### src/rtl/csr_pkg.sv
// Shared CSR-bus definitions: op and FSM encodings, well-known CSR addresses,
// and the rule for deciding whether an access must write.
package csr_pkg;

  typedef enum logic [1:0] {
    CSR_OP_RSVD = 2'b00,
    CSR_OP_RW   = 2'b01,
    CSR_OP_RS   = 2'b10,
    CSR_OP_RC   = 2'b11
  } csr_op_e;

  typedef enum logic [1:0] {
    IDLE  = 2'b00,
    PROBE = 2'b01,
    WRITE = 2'b10,
    RESP  = 2'b11
  } csr_state_e;

  localparam logic [11:0] CSR_MTVEC   = 12'h305;
  localparam logic [11:0] CSR_MEPC    = 12'h341;
  localparam logic [11:0] CSR_MCAUSE  = 12'h342;
  localparam logic [11:0] CSR_MHARTID = 12'hF14;

  // CSRRW always writes; CSRRS/CSRRC write only when the operand is not suppressed.
  function automatic logic csr_write_req(input csr_op_e op, input logic wsup);
    return (op == CSR_OP_RW) || !wsup;
  endfunction

endpackage

### src/rtl/csr_wmask_gen.sv
// Maps a CSR op and its operand onto the set/clear masks of the CSR bus.
module csr_wmask_gen
  import csr_pkg::*;
#(
  parameter int XLEN = 32
) (
  input  csr_op_e         op_i,
  input  logic [XLEN-1:0] wdata_i,
  output logic [XLEN-1:0] set_o,
  output logic [XLEN-1:0] clear_o
);

  always_comb begin
    set_o   = '0;
    clear_o = '0;
    case (op_i)
      CSR_OP_RW: begin
        set_o   = wdata_i;
        clear_o = ~wdata_i;
      end
      CSR_OP_RS: set_o   = wdata_i;
      CSR_OP_RC: clear_o = wdata_i;
      default: ;
    endcase
  end

endmodule

### src/rtl/csr_access_unit.sv
// CSR-bus initiator: probe (no-op write to elicit ack + old value), optional masked write, respond.
// Define CSR_RO_CHECK_EN to flag writes to read-only CSRs (addr[11:10]==2'b11) here instead of in responders.
module csr_access_unit
  import csr_pkg::*;
#(
  parameter int XLEN   = 32,
  parameter int ADDR_W = 12
) (
  input  logic              clk_i,
  input  logic              rst_i,
  input  logic              req_i,
  input  logic [1:0]        op_i,
  input  logic [ADDR_W-1:0] addr_i,
  input  logic [XLEN-1:0]   wdata_i,
  input  logic              wsup_i,
  input  logic              flush_i,
  output logic              busy_o,
  output logic              done_o,
  output logic [XLEN-1:0]   rdata_o,
  output logic              illegal_o,
  output logic              csr_en_o,
  output logic [ADDR_W-1:0] csr_addr_o,
  output logic [XLEN-1:0]   csr_set_o,
  output logic [XLEN-1:0]   csr_clear_o,
  input  logic              csr_ack_i,
  input  logic [XLEN-1:0]   csr_rdata_i
);

  csr_state_e        state_q;
  csr_op_e           op_q;
  logic [XLEN-1:0]   wdata_q;
  logic              wsup_q;
  logic              busy_q, done_q, illegal_q, en_q;
  logic [XLEN-1:0]   rdata_q, set_q, clear_q;
  logic [ADDR_W-1:0] addr_q;
  logic [XLEN-1:0]   set_d, clear_d;
  logic              write_req_d, illegal_d;

  csr_wmask_gen #(.XLEN(XLEN)) u_wmask (
    .op_i    (op_q),
    .wdata_i (wdata_q),
    .set_o   (set_d),
    .clear_o (clear_d)
  );

  always_comb begin
    write_req_d = csr_write_req(op_q, wsup_q);
    illegal_d   = !csr_ack_i || (op_q == CSR_OP_RSVD);
`ifdef CSR_RO_CHECK_EN
    if ((addr_q[ADDR_W-1 -: 2] == 2'b11) && write_req_d) illegal_d = 1'b1;
`endif
  end

  always_ff @(posedge clk_i or posedge rst_i) begin
    if (rst_i) begin
      state_q   <= IDLE;
      op_q      <= CSR_OP_RSVD;
      wdata_q   <= '0;
      wsup_q    <= 1'b0;
      busy_q    <= 1'b0;
      done_q    <= 1'b0;
      illegal_q <= 1'b0;
      en_q      <= 1'b0;
      rdata_q   <= '0;
      set_q     <= '0;
      clear_q   <= '0;
      addr_q    <= '0;
    end else begin
      done_q <= 1'b0;
      case (state_q)
        IDLE: begin
          if (req_i && !flush_i) begin
            op_q    <= csr_op_e'(op_i);
            addr_q  <= addr_i;
            wdata_q <= wdata_i;
            wsup_q  <= wsup_i;
            busy_q  <= 1'b1;
            en_q    <= 1'b1;
            state_q <= PROBE;
          end
        end
        PROBE: begin
          if (flush_i) begin
            en_q    <= 1'b0;
            busy_q  <= 1'b0;
            state_q <= IDLE;
          end else begin
            rdata_q   <= csr_rdata_i;
            illegal_q <= illegal_d;
            if (!illegal_d && write_req_d) begin
              set_q   <= set_d;
              clear_q <= clear_d;
              state_q <= WRITE;
            end else begin
              en_q    <= 1'b0;
              done_q  <= 1'b1;
              state_q <= RESP;
            end
          end
        end
        WRITE: begin
          en_q    <= 1'b0;
          set_q   <= '0;
          clear_q <= '0;
          if (flush_i) begin
            busy_q  <= 1'b0;
            state_q <= IDLE;
          end else begin
            done_q  <= 1'b1;
            state_q <= RESP;
          end
        end
        default: begin
          busy_q  <= 1'b0;
          state_q <= IDLE;
        end
      endcase
    end
  end

  // A flush must cut the bus strobe in the same cycle so a responder never commits.
  assign csr_en_o    = en_q & ~flush_i;
  assign csr_addr_o  = addr_q;
  assign csr_set_o   = set_q;
  assign csr_clear_o = clear_q;
  assign busy_o      = busy_q;
  assign done_o      = done_q;
  assign rdata_o     = rdata_q;
  assign illegal_o   = illegal_q;

endmodule
### config.mk
export PLATFORM = sky130hd
export DESIGN_NAME = csr_access_unit
export DESIGN_NICKNAME = d
export VERILOG_FILES = /design/src/rtl/csr_pkg.sv /design/src/rtl/csr_wmask_gen.sv /design/src/rtl/csr_access_unit.sv
export SDC_FILE = /design/constraint.sdc
export NUM_CORES = 1
export LEC_CHECK = 0
export ABC_AREA = 1
export CORE_ASPECT_RATIO = 1.2
export CORE_MARGIN = 2
export CORE_UTILIZATION = 40
export CTS_CLUSTER_SIZE = 25
export DETAILED_ROUTE_END_ITERATION = 7
export PLACE_DENSITY = 0.7
export SETUP_SLACK_MARGIN = 0.3
export SLEW_MARGIN = 20
export SYNTH_ARGS = -nofsm -noshare
export SYNTH_HDL_FRONTEND = slang
export SYNTH_SLANG_ARGS = --single-unit
export TNS_END_PERCENT = 20
### constraint.sdc
create_clock -name clk_i -period 6.1 [get_ports clk_i]
set_input_delay 1.83 -clock clk_i [delete_from_list [all_inputs] [get_ports clk_i]]
set_output_delay 1.83 -clock clk_i [all_outputs]
set_load 0.05 [all_outputs]
==> impl_metrics.ini <==
[flow_run]
max-cap-violations = 0

[placed_design]
gp_congestion = 0.759
hpwl_mm = 10.3
numPortBuffers = 195

[clock_network]
htree_levels = 4
cts_buffer_depth = 2
post-cts-setup-buffer-count = 0
cts_resized = 0
root_buffer = clkbuf_16
cts_buffers = 17
clkTransAtPathRegs_ns = 0.06
clk_latency_ns = 0.42
hold_buffers = 0
cts.sinks = 149
cts_tree = yes

[sta]
grt_setup_unrepaired = false
setup-violations-final = 0
relSlewSlack = 0.330
finalHoldViolCount = 0
tightest_slew_ns = 1.00
finalCritPeriodShare = 0.842
period_needed_ns = 5.13
fin_setup_tns_ns = 0
whs_ns = 0.467
max_freq_mhz = 195
skew_ns = 0.00406
finalMaxSlewViolations = 0

[floorplan]
fp.dieArea_um2 = 16700
ios = 196
core-area_um2 = 15500
initial_utilization = 0.405
rows = 50
die_width_um = 118
die_h_um = 141

[drt]
ant_nets = 0
drc = 0
vias_per_cell = 4.65
wl_per_cell_um = 14.2
vias = 5282
drtPass1Iterations = 4
drt_iter0_markers = 387
wirelength_mm = 16.2

[synth]
ys_warn_count = 0
synth_area_um2 = 6280
synth_cell_types = 17
synth_seq_cells = 149
syn_avg_cell_area_um2 = 8.52
synthCells = 737
synth_nets = 828
synth_seq_area_share = 0.594

[layout]
area_growth_pct = 43.1
layout-drive-gt1-share = 0.0431
n_antenna_cell = 0
nets = 1006

[critical_path]
worstPathArrival_ns = 3.30
endpoint_kind = primary output
path_max_fanout = 5
critPathKind = in -> out
worstPathRequired_ns = 4.27
cp-start-kind = input port

[global_route]
grtUsageTotal = 0.200
grt_max_degree = 96
grt_first_pass_wirelength_mm = 26.3
grt_overflow = 0
grt_pass1_vias = 5137
antenna_found_initial = 0

[worst_hold_path]
hp-class = reg -> reg

[power_and_ir_drop]
p_per_area_nw_per_um2 = 658
totalPowerFinal_mw = 5.91
leakage_nw = 4.50
vdd_drop_max_mv = 0.380

[run_status]
status = finished, final reports clean
flip-flops by register name (all words and copies together), names as in the netlist:
signal / count
wdata_q: 32
csr_addr_o: 12
state_q: 2
busy_o: 1
csr_set_o: 32
illegal_o: 1
done_o: 1
en_q: 1
csr_clear_o: 32
wsup_q: 1
rdata_o: 32
op_q: 2
Yosys cell counts:
| library cell | instances | share of area |
|---|---|---|
| o21ai_0 | 81 | 0.065 |
| buf_6 | 7 | 0.013 |
| nand2_1 | 316 | 0.19 |
| nand2_2 | 1 | 0.0010 |
| nand3_1 | 35 | 0.028 |
| a21oi_1 | 35 | 0.028 |
| inv_1 | 60 | 0.036 |
| clkinv_1 | 1 | 0.00060 |
| buf_2 | 7 | 0.0056 |
| clkbuf_1 | 22 | 0.013 |
| nand3_2 | 1 | 0.0016 |
| ha_1 | 7 | 0.014 |
| buf_4 | 5 | 0.0060 |
| inv_2 | 1 | 0.00060 |
| nor2_4 | 1 | 0.0018 |
| dfrtp_1 | 149 | 0.59 |
| nor2_1 | 8 | 0.0048 |
critical path, stage by stage:
cell and delay (ns):
clkdlybuf4s50_1 0.51, nor2_1 0.14, clkdlybuf4s50_1 0.82
layout make-up:
| class | instances | area, um^2 |
|---|---|---|
| tap | 208 | 260 |
| timing repair buffer | 200 | 2000 |
| clock buffer | 22 | 454 |
| multi-input combinational | 485 | 2110 |
| sequential | 149 | 3730 |
| clock inverter | 9 | 200 |
| fill | 1440 | 6530 |
| inverter | 62 | 238 |
per-stage QoR:
step                       util  instance area (um^2)  worst slack [ns]  instances
after floorplan               -                  6290              1.79        737
after global placement    0.537                  8330             0.959       1104
after detailed placement  0.537                  8330             0.964       1104
after CTS                 0.579                  8990             0.953       1135
after global routing      0.579                  8990             0.921       1135
final                     0.579                  8990             0.966       1135
power breakdown:
group          switching [mW]  internal, mW  leakage (nW)
clock                   0.391         0.775         0.310
combinational            2.08         0.924          2.29
sequential              0.300          1.44          1.90
path summary, 6_finish.rpt:
check / startpoint / end / slack, ns / cells past startpoint
hold reg to reg: rdata_o[28]$_DFFE_PP0P_ / rdata_o[28]$_DFFE_PP0P_ / 0.47 / 2
hold / removal: rdata_o[28]$_DFFE_PP0P_ / rdata_o[28]$_DFFE_PP0P_ / 0.47 / 2
min in group asynchronous: rst_i / csr_set_o[3]$_DFFE_PP0P_ / 1.92 / 2
setup reg to reg: state_q[1]$_DFFE_PP0P_ / csr_clear_o[16]$_DFFE_PP0P_ / 3.31 / 9
setup / recovery: flush_i / csr_en_o / 0.97 / 3
max in group asynchronous: rst_i / wdata_q[26]$_DFFE_PP0P_ / 3.29 / 3
layer usage:
layer  global-route usage  vias up  part of all wire
met5                    0        -                 0
met4                0.102        0             0.034
met3               0.0531       32             0.061
met2                0.327      169              0.49
met1                0.247     2428              0.42
li1                     -     2653                 -
logic make-up after synthesis:
group / synth area share
AND/OR/NAND/NOR: 0.226
flip-flops: 0.594
AO/OA/AOI/OAI: 0.0924
buffers and inverters: 0.0743
adder cells (fa/ha/maj): 0.0139
layout by cell type, fill, tap and decap left out, types with 2 or more instances in the layout:
cell type	n
bufinv_16	6
nand2_1	316
clkinvlp_4	3
buf_4	4
clkdlybuf4s50_1	195
clkinv_2	2
nor2_1	7
inv_1	58
o21ai_0	81
nand3_1	34
clkbuf_1	4
a21oi_1	35
clkbuf_16	17
nor2_4	2
dfrtp_1	149
ha_1	7
Power figures use the tool's default switching activity.
